### src/rtl/mem_arbiter_if.sv
// Bus bundle between the CPU fetch/load-store paths, the arbiter and the memory port.
// The arbiter connects through the slave modport; the surrounding environment uses master.
interface mem_arbiter_if #(
    parameter int ADDR_W = 32,
    parameter int DATA_W = 32
);
    logic              If_Req;
    logic [ADDR_W-1:0] If_Addr;
    logic [DATA_W-1:0] If_Rdata;
    logic              If_Ack;

    logic              D_Req;
    logic              D_We;
    logic [ADDR_W-1:0] D_Addr;
    logic [DATA_W-1:0] D_Wdata;
    logic [DATA_W-1:0] D_Rdata;
    logic              D_Ack;

    logic              Mem_Req;
    logic              Mem_We;
    logic [ADDR_W-1:0] Mem_Addr;
    logic [DATA_W-1:0] Mem_Wdata;
    logic [DATA_W-1:0] Mem_Rdata;
    logic              Mem_Ready;

    logic              Err;
    logic              Err_Flag;

    modport slave (
        input  If_Req, If_Addr, D_Req, D_We, D_Addr, D_Wdata, Mem_Rdata, Mem_Ready,
        output If_Rdata, If_Ack, D_Rdata, D_Ack, Mem_Req, Mem_We, Mem_Addr, Mem_Wdata,
               Err, Err_Flag
    );

    modport master (
        output If_Req, If_Addr, D_Req, D_We, D_Addr, D_Wdata, Mem_Rdata, Mem_Ready,
        input  If_Rdata, If_Ack, D_Rdata, D_Ack, Mem_Req, Mem_We, Mem_Addr, Mem_Wdata,
               Err, Err_Flag
    );
endinterface

### src/rtl/mem_arbiter.sv
// Shares one memory port between instruction fetch and data load/store, with data
// priority, a fairness limit for starved fetches and a per-transaction timeout.
module mem_arbiter #(
    parameter int ADDR_W   = 32,
    parameter int DATA_W   = 32,
    parameter int DATA_MAX = 4,
    parameter int TIMEOUT  = 16
) (
    input  logic          Clk,
    input  logic          Rst,
    mem_arbiter_if.slave  bus
);
    localparam logic [1:0] IDLE = 2'd0;
    localparam logic [1:0] BUSY = 2'd1;
    localparam logic [1:0] RESP = 2'd2;

    localparam int CNT_W  = $clog2(TIMEOUT + 1);
    localparam int FAIR_W = $clog2(DATA_MAX + 1);

    logic [1:0]        state;
    logic              owner_d;
    logic [CNT_W-1:0]  tmo_cnt;
    logic [FAIR_W-1:0] fair_cnt;

    logic              fetch_forced;
    logic              grant_d;
    logic [ADDR_W-1:0] grant_addr;
    logic [DATA_W-1:0] cap_data;
    logic              tmo_hit;

    always_comb begin
        fetch_forced = bus.If_Req && (fair_cnt == FAIR_W'(DATA_MAX));
        grant_d      = bus.D_Req && !fetch_forced;
        grant_addr   = grant_d ? bus.D_Addr : bus.If_Addr;
        // Stores and timed-out transactions return zero to the requester.
        cap_data     = (bus.Mem_Ready && !bus.Mem_We) ? bus.Mem_Rdata : '0;
        tmo_hit      = (tmo_cnt == CNT_W'(TIMEOUT - 1));
    end

    always_ff @(posedge Clk or negedge Rst) begin
        if (!Rst) begin
            state        <= IDLE;
            owner_d      <= 1'b0;
            tmo_cnt      <= '0;
            fair_cnt     <= '0;
            bus.Mem_Req  <= 1'b0;
            bus.Mem_We   <= 1'b0;
            bus.Mem_Addr <= '0;
            bus.Mem_Wdata <= '0;
            bus.If_Rdata <= '0;
            bus.If_Ack   <= 1'b0;
            bus.D_Rdata  <= '0;
            bus.D_Ack    <= 1'b0;
            bus.Err      <= 1'b0;
            bus.Err_Flag <= 1'b0;
        end else begin
            bus.If_Ack <= 1'b0;
            bus.D_Ack  <= 1'b0;
            bus.Err    <= 1'b0;
            case (state)
                IDLE: begin
                    if (bus.If_Req || bus.D_Req) begin
                        state         <= BUSY;
                        owner_d       <= grant_d;
                        tmo_cnt       <= '0;
                        bus.Mem_Req   <= 1'b1;
                        bus.Mem_We    <= grant_d && bus.D_We;
                        bus.Mem_Addr  <= grant_addr;
                        bus.Mem_Wdata <= grant_d ? bus.D_Wdata : '0;
                        // Count data grants that made a waiting fetch wait longer.
                        if (!grant_d)
                            fair_cnt <= '0;
                        else if (bus.If_Req && (fair_cnt != FAIR_W'(DATA_MAX)))
                            fair_cnt <= fair_cnt + FAIR_W'(1);
                    end
                end
                BUSY: begin
                    tmo_cnt <= tmo_cnt + CNT_W'(1);
                    if (bus.Mem_Ready || tmo_hit) begin
                        state       <= RESP;
                        bus.Mem_Req <= 1'b0;
                        if (owner_d) begin
                            bus.D_Rdata <= cap_data;
                            bus.D_Ack   <= 1'b1;
                        end else begin
                            bus.If_Rdata <= cap_data;
                            bus.If_Ack   <= 1'b1;
                        end
                        if (!bus.Mem_Ready) begin
                            bus.Err      <= 1'b1;
                            bus.Err_Flag <= 1'b1;
                        end
                    end
                end
                RESP:    state <= IDLE;
                default: state <= IDLE;
            endcase
        end
    end
endmodule

### src/flat_wrapper.sv
// flat-port wrapper written by rule: the top's interface ports become plain ports
module mem_arbiter_flat 
#(
    parameter int ADDR_W   = 32,
    parameter int DATA_W   = 32,
    parameter int DATA_MAX = 4,
    parameter int TIMEOUT  = 16
)
  (Clk, Rst, bus_If_Req, bus_If_Addr, bus_D_Req, bus_D_We, bus_D_Addr, bus_D_Wdata, bus_Mem_Rdata, bus_Mem_Ready, bus_If_Rdata, bus_If_Ack, bus_D_Rdata, bus_D_Ack, bus_Mem_Req, bus_Mem_We, bus_Mem_Addr, bus_Mem_Wdata, bus_Err, bus_Err_Flag);
  mem_arbiter_if #(.ADDR_W(ADDR_W), .DATA_W(DATA_W)) bus_i ();
  input  logic Clk;
  input  logic Rst;
  input wire logic [$bits(bus_i.If_Req)-1:0] bus_If_Req;
  input wire logic [$bits(bus_i.If_Addr)-1:0] bus_If_Addr;
  input wire logic [$bits(bus_i.D_Req)-1:0] bus_D_Req;
  input wire logic [$bits(bus_i.D_We)-1:0] bus_D_We;
  input wire logic [$bits(bus_i.D_Addr)-1:0] bus_D_Addr;
  input wire logic [$bits(bus_i.D_Wdata)-1:0] bus_D_Wdata;
  input wire logic [$bits(bus_i.Mem_Rdata)-1:0] bus_Mem_Rdata;
  input wire logic [$bits(bus_i.Mem_Ready)-1:0] bus_Mem_Ready;
  output wire logic [$bits(bus_i.If_Rdata)-1:0] bus_If_Rdata;
  output wire logic [$bits(bus_i.If_Ack)-1:0] bus_If_Ack;
  output wire logic [$bits(bus_i.D_Rdata)-1:0] bus_D_Rdata;
  output wire logic [$bits(bus_i.D_Ack)-1:0] bus_D_Ack;
  output wire logic [$bits(bus_i.Mem_Req)-1:0] bus_Mem_Req;
  output wire logic [$bits(bus_i.Mem_We)-1:0] bus_Mem_We;
  output wire logic [$bits(bus_i.Mem_Addr)-1:0] bus_Mem_Addr;
  output wire logic [$bits(bus_i.Mem_Wdata)-1:0] bus_Mem_Wdata;
  output wire logic [$bits(bus_i.Err)-1:0] bus_Err;
  output wire logic [$bits(bus_i.Err_Flag)-1:0] bus_Err_Flag;
  assign bus_i.If_Req = bus_If_Req;
  assign bus_i.If_Addr = bus_If_Addr;
  assign bus_i.D_Req = bus_D_Req;
  assign bus_i.D_We = bus_D_We;
  assign bus_i.D_Addr = bus_D_Addr;
  assign bus_i.D_Wdata = bus_D_Wdata;
  assign bus_i.Mem_Rdata = bus_Mem_Rdata;
  assign bus_i.Mem_Ready = bus_Mem_Ready;
  assign bus_If_Rdata = bus_i.If_Rdata;
  assign bus_If_Ack = bus_i.If_Ack;
  assign bus_D_Rdata = bus_i.D_Rdata;
  assign bus_D_Ack = bus_i.D_Ack;
  assign bus_Mem_Req = bus_i.Mem_Req;
  assign bus_Mem_We = bus_i.Mem_We;
  assign bus_Mem_Addr = bus_i.Mem_Addr;
  assign bus_Mem_Wdata = bus_i.Mem_Wdata;
  assign bus_Err = bus_i.Err;
  assign bus_Err_Flag = bus_i.Err_Flag;
  mem_arbiter #(.ADDR_W(ADDR_W), .DATA_W(DATA_W), .DATA_MAX(DATA_MAX), .TIMEOUT(TIMEOUT)) u_core (.Clk(Clk), .Rst(Rst), .bus(bus_i));
endmodule
### config.mk
export PLATFORM = sky130hd
export DESIGN_NAME = mem_arbiter_flat
export DESIGN_NICKNAME = d
export VERILOG_FILES = /design/src/rtl/mem_arbiter_if.sv /design/src/rtl/mem_arbiter.sv /design/src/flat_wrapper.sv
export SDC_FILE = /design/constraint.sdc
export NUM_CORES = 1
export LEC_CHECK = 0
export BUFFER_PORTS_ARGS = -buffer_cell sky130_fd_sc_hd__buf_2
export CAP_MARGIN = 20
export CORE_ASPECT_RATIO = 0.5
export CORE_UTILIZATION = 45
export CTS_BUF_LIST = sky130_fd_sc_hd__clkbuf_8
export DETAILED_ROUTE_END_ITERATION = 10
export PLACE_DENSITY = 0.74
export SETUP_SLACK_MARGIN = 0.4
export SLEW_MARGIN = 15
export SYNTH_ARGS = -nofsm -noshare
export SYNTH_HDL_FRONTEND = slang
export SYNTH_SLANG_ARGS = --single-unit
### constraint.sdc
create_clock -name Clk -period 2.1 [get_ports Clk]
set_input_delay 0.105 -clock Clk [delete_from_list [all_inputs] [get_ports Clk]]
set_output_delay 0.105 -clock Clk [all_outputs]
set_load 0.03 [all_outputs]
# --- Word-level counts from Yosys, hierarchy flattened ---
# Index checks and enable logic that the tools add are counted.
totals:
  regBits: 145
  in_bits: 134
  output_inout_bits: 134
  word_cells: 66
op_classes:
  n_addsub: 2
  eq_ne: 7
  n_mux: 22
  bitwise: 2
  n_reduce_logical: 19
ops:
  columns: ["operator", "n"]
  rows:
  - ["$mux 32", 3]
  - ["$reduce_and 3->1", 5]
  - ["$mux 1", 11]
  - ["$pmux 5 s2", 1]
  - ["$mux 3", 2]
  - ["$reduce_and 2->1", 3]
  - ["$add 5x1->5 const B", 1]
  - ["$eq 5x4->1 const B", 1]
  - ["$logic_and 1x1->1", 5]
  - ["$mux 5", 1]
  - ["$mux 2", 2]
  - ["$ne 2x1->1 const B", 2]
  - ["$pmux 2 s2", 1]
  - ["$add 3x1->3 const B", 1]
  - ["$eq 3x3->1 const B", 1]
  - ["$ne 3x3->1 const B", 1]
  - ["$eq 2x1->1 const B", 1]
  - ["$logic_not 1->1", 2]
  - ["$logic_not 2->1", 1]
  - ["$logic_or 1x1->1", 2]
  - ["$ne 2x2->1 const B", 1]
  - ["$not 1->1", 2]
  - ["$pmux 1 s2", 1]
  - ["$reduce_bool 2->1", 1]

# --- Logic depth before layout (Yosys ltp) ---
logic_depth:
  depth_word: 6
  mapped_depth: 8
  ltp_nobuf: 6

# --- Worst setup path before layout ---
# OpenSTA, ideal clock, no wires.
synth_timing:
  path_kind: "register -> register"
  from: "register u_core.tmo_cnt[0]"
  to: "register u_core.bus.D_Rdata[10]"
  arrival_time_ps: 1920
  required_time_ps: 1975
  slack_ps: 55
  path_stages_with_launch: 9
  path_buffers: 2
  cell_sequence: "dfrtp_1 > ha_1 > and3_1 > ha_1 > or2_1 > and3_4 > buf_12 > buf_12 > mux2_4"
synth_via:
  elab_chain_len: 3
synth_rtl:
  columns: ["element", "line", "text"]
  rows:
  - ["start, declared", "mem_arbiter.sv:22", "logic [CNT_W-1:0] tmo_cnt;"]
  - ["start signal, assigned", "mem_arbiter.sv:78", "tmo_cnt <= tmo_cnt + CNT_W'(1);"]
  - ["$eq 5x4->1", "mem_arbiter.sv:37", "tmo_hit = (tmo_cnt == CNT_W'(TIMEOUT - 1));"]
  - ["$logic_or 1x1->1", "mem_arbiter.sv:79", "if (bus.Mem_Ready || tmo_hit) begin"]
  - ["$reduce_and 3->1 (no source line)", null, null]
  - ["end signal, assigned", "mem_arbiter.sv:83", "bus.D_Rdata <= cap_data;"]
  - ["end, declared", "mem_arbiter_if.sv:31", "output If_Rdata, If_Ack, D_Rdata, D_Ack, Mem_Req, Mem_We, Mem_Addr, Mem_Wdata,"]
# Every way passes these cells.
# A chain may end at the register's enable or synchronous reset.

# --- Worst setup path in the final report ---
layout_timing:
  from: "register u_core.tmo_cnt[1]"
  to: "register u_core.bus.D_Rdata[22]"
# Same word-level chain as after synthesis.

==> impl_metrics.ini <==
[die]
die_x_um = 173
coreArea_mm2 = 0.0139
die_y_um = 87.5
start_util_pct = 47.4
row_count = 30
pin_count = 268
dieArea_mm2 = 0.0151

[timing]
clock.fmax_mhz = 514
min_period_ns = 1.95
rsz0062_at_grt = true
period_share_pct = 92.7
drv_slew = 0
tightest_slew_ns = 0.513
clock-skew-final_ns = 0.0231
maxSlewHeadroom_pct = 65.8
fin_tns_setup_ns = 0
finalHoldViolCount = 0
finalSetupViolCount = 0

[power]
powerDensity_mw_per_mm2 = 1520
p_leak_uw = 0.00469
ir_worst_vdd_uv = 779

[global_route]
grt_overflow_total = 0
grt_pass1_vias = 6273
grt_usage_pct = 26.2
grt_pass1_wl_um = 31200
antenna_found_initial = 0
grt_max_degree = 68

[clock_network]
cts_sinks = 145
ctsHtreeMaxLevel = 4
numCtsBuffers = 17
cts_tree = built
cts_root_buf = clkbuf_8
clk_latency_ns = 0.42
clkSlewWorstSetupHoldPaths_ns = 0.08
clk_path_buf_depth = 2

[synthesis]
yosysSeqAreaShare_pct = 55.2
ys_ff_latch = 145
synthTopCellsByArea = dfrtp_1 (55%), mux2_4 (6.6%), mux2_2 (6.0%)
synth_edf_count = 0
synth_top_cell_by_area = dfrtp_1
synthArstFlopShare_pct = 100
synth_common_cells = dfrtp_1 (145), nand3_1 (67), o21ai_0 (39)
synth_top_cell_area_share_pct = 55.2
synth_most_common_cell = dfrtp_1
syn_area_mm2 = 0.00658
yosysUniqueCellTypes = 38
yosysWarnings = 0
synth_flop_cell = dfrtp_1
netlist_instances = 548
synth_nets = 686
avgSynthCellArea_um2 = 12.0

[cells_and_area]
antennaDiodeCount = 0
fin_nets = 1046
layout-drive-gt1-share_pct = 44.2
design_area_mm2 = 0.00963
area_delta_synth_final_pct = 46.4
final_util_pct = 69.3

[critical_path]
critical_path_buf_inv_count = 1
crit_chain = ha_2, and3_4, ha_4, or2_4, and3_4, clkbuf_16, mux2_4
path_common_cell = and3_4
critPathLaunchType = flip-flop
r2r-start = u_core.tmo_cnt[1]
max_stage_delay_ns = 0.40
crit_type = reg2reg
reg2reg_depth = 7
crit_arrival_ns = 2.25
required_ns = 2.40
cp-end-kind = flip-flop
cp_slowest_cell = dfrtp_1
cp_top_family = simple AND/OR/NAND/NOR gates
regToRegSetupSlack_ns = 0.15
r2r_end = u_core.bus.D_Rdata[22]
path_max_fanout = 6

[hold_path]
whs_endpoint = u_core.fair_cnt[1]
worstHoldPathType = in2reg
min_from = bus_If_Req
holdPathStages = 3

[placed_design]
postPlaceCellArea_mm2 = 0.00804
dp_hpwl_um = 11400
place_congestion = 0.801
portBuffers = 267

[route]
vias_per_cell = 5.47
drt_pre_antenna_iters = 7
vias = 6072
route.detailed.drc = 0
wire_per_inst_um = 18.2
drt_iter0_drc = 427
wirelength_um = 20200
ant_nets = 0

[outcome]
outcome = finished, final reports clean

[flow_run]
drv_cap = 0
==> tightest hold or removal path: cells and delay by family <==
| kind | cells | cell delay [ns] |
|---|---|---|
| buffers and inverters | 1 | 0.15 |
| and+or+nand+nor | 1 | 0.08 |
| AOI/OAI and AO/OA | 1 | 0.07 |
==> final cells by class <==
| class | count | area [um^2] |
|---|---|---|
| fillers | 989 | 4260 |
| clock inverters | 13 | 161 |
| clock buffers | 17 | 234 |
| repair buffers | 394 | 2680 |
| well taps | 192 | 240 |
| inverters | 4 | 15.0 |
| flip-flops and latches | 145 | 3630 |
| multi-input cells | 346 | 2670 |
==> flip-flops by register name, summed over array words and instances (netlist names), 2 cells and up <==
signal                count
u_core.fair_cnt           3
u_core.bus.Mem_Addr      32
u_core.bus.If_Rdata      32
u_core.bus.Mem_Wdata     32
u_core.bus.D_Rdata       32
u_core.state              2
u_core.tmo_cnt            5
==> power by group <==
group          internal, uW  switching, uW  leakage (uW)
sequential             4070            744       0.00187
combinational          2730           4840       0.00261
clock                  1170           1070      0.000202
==> worst max path at each step <==
| stage | from | cells after the start | to |
|---|---|---|---|
| CTS | u_core.tmo_cnt[0] | 7 | u_core.bus.D_Rdata[17] |
| finish | u_core.tmo_cnt[1] | 7 | u_core.bus.D_Rdata[22] |
| global route | u_core.tmo_cnt[1] | 7 | u_core.bus.D_Rdata[22] |
| detailed placement | u_core.tmo_cnt[1] | 6 | u_core.bus.D_Rdata[31] |
| floorplan | u_core.tmo_cnt[1] | 8 | u_core.bus.D_Rdata[10] |
| global placement | u_core.tmo_cnt[1] | 6 | u_core.bus.D_Rdata[1] |
==> timing repair <==
item / CTS / global route
gates cloned: 1 / 2
hold buffers: 99 / 0
pin swaps: 1 / 1
gates resized for setup: 5 / 4
setup buffers: 4 / 5
endpoints found under the setup margin: 114 / 134
hold endpoints to repair: 116 / 0
==> cells in the final DEF, fill, tap and decap left out, drive strengths merged <==
master / netlist / final
a21oi: 1 / 1
bufinv: 0 / 3
mux2i: 1 / 1
nor2: 6 / 6
ha: 4 / 4
o22ai: 3 / 3
nor3b: 2 / 2
mux2: 64 / 64
nand2: 9 / 9
nand2b: 3 / 3
o2bb2ai: 33 / 33
xor2: 1 / 1
buf: 28 / 293
and2: 33 / 33
o21ai: 39 / 39
nor2b: 2 / 2
inv: 4 / 7
or2: 4 / 4
dfrtp: 145 / 145
clkinvlp: 0 / 1
clkbuf: 26 / 19
and3: 2 / 3
a211oi: 1 / 1
o211ai: 33 / 33
clkinv: 0 / 6
a22o: 1 / 1
nor3: 1 / 1
dlygate4sd3: 0 / 99
or3b: 1 / 1
nand4: 33 / 33
nand3: 68 / 68
==> logic make-up after synthesis <==
kind of cell	Yosys count	synth area share, %
simple gates	164	14.3
mux	65	12.8
flops	145	55.2
buf+inv	58	5.08
compound gates	111	11.7
fa+ha+maj	4	0.761
xor+xnor	1	0.133
==> per-stage QoR <==
stage | setup slack [ns] | instances | total power, uW | hold WS [ns]
2_1_floorplan | 0.144 | 548 | 9810 | -0.191
3_3_place_gp | 0.0115 | 969 | 11700 | 0.0896
3_5_place_dp | -0.0670 | 969 | 11900 | 0.0880
4_1_cts | 0.168 | 1103 | 14400 | 0.0161
5_1_grt | 0.124 | 1111 | 15400 | 0.0271
6_report | 0.153 | 1111 | 14600 | 0.0365
==> routing by layer <==
layer / vias to the layer above / routed length [um] / track usage (%)
met3: 84 / 1130 / 5.32
met4: 0 / 782 / 14.6
met5: - / 0 / 0
met1: 2938 / 8270 / 31.1
met2: 318 / 10000 / 45.6
li1: 2732 / - / -
Note: power is estimated with default switching activity, not from simulation.
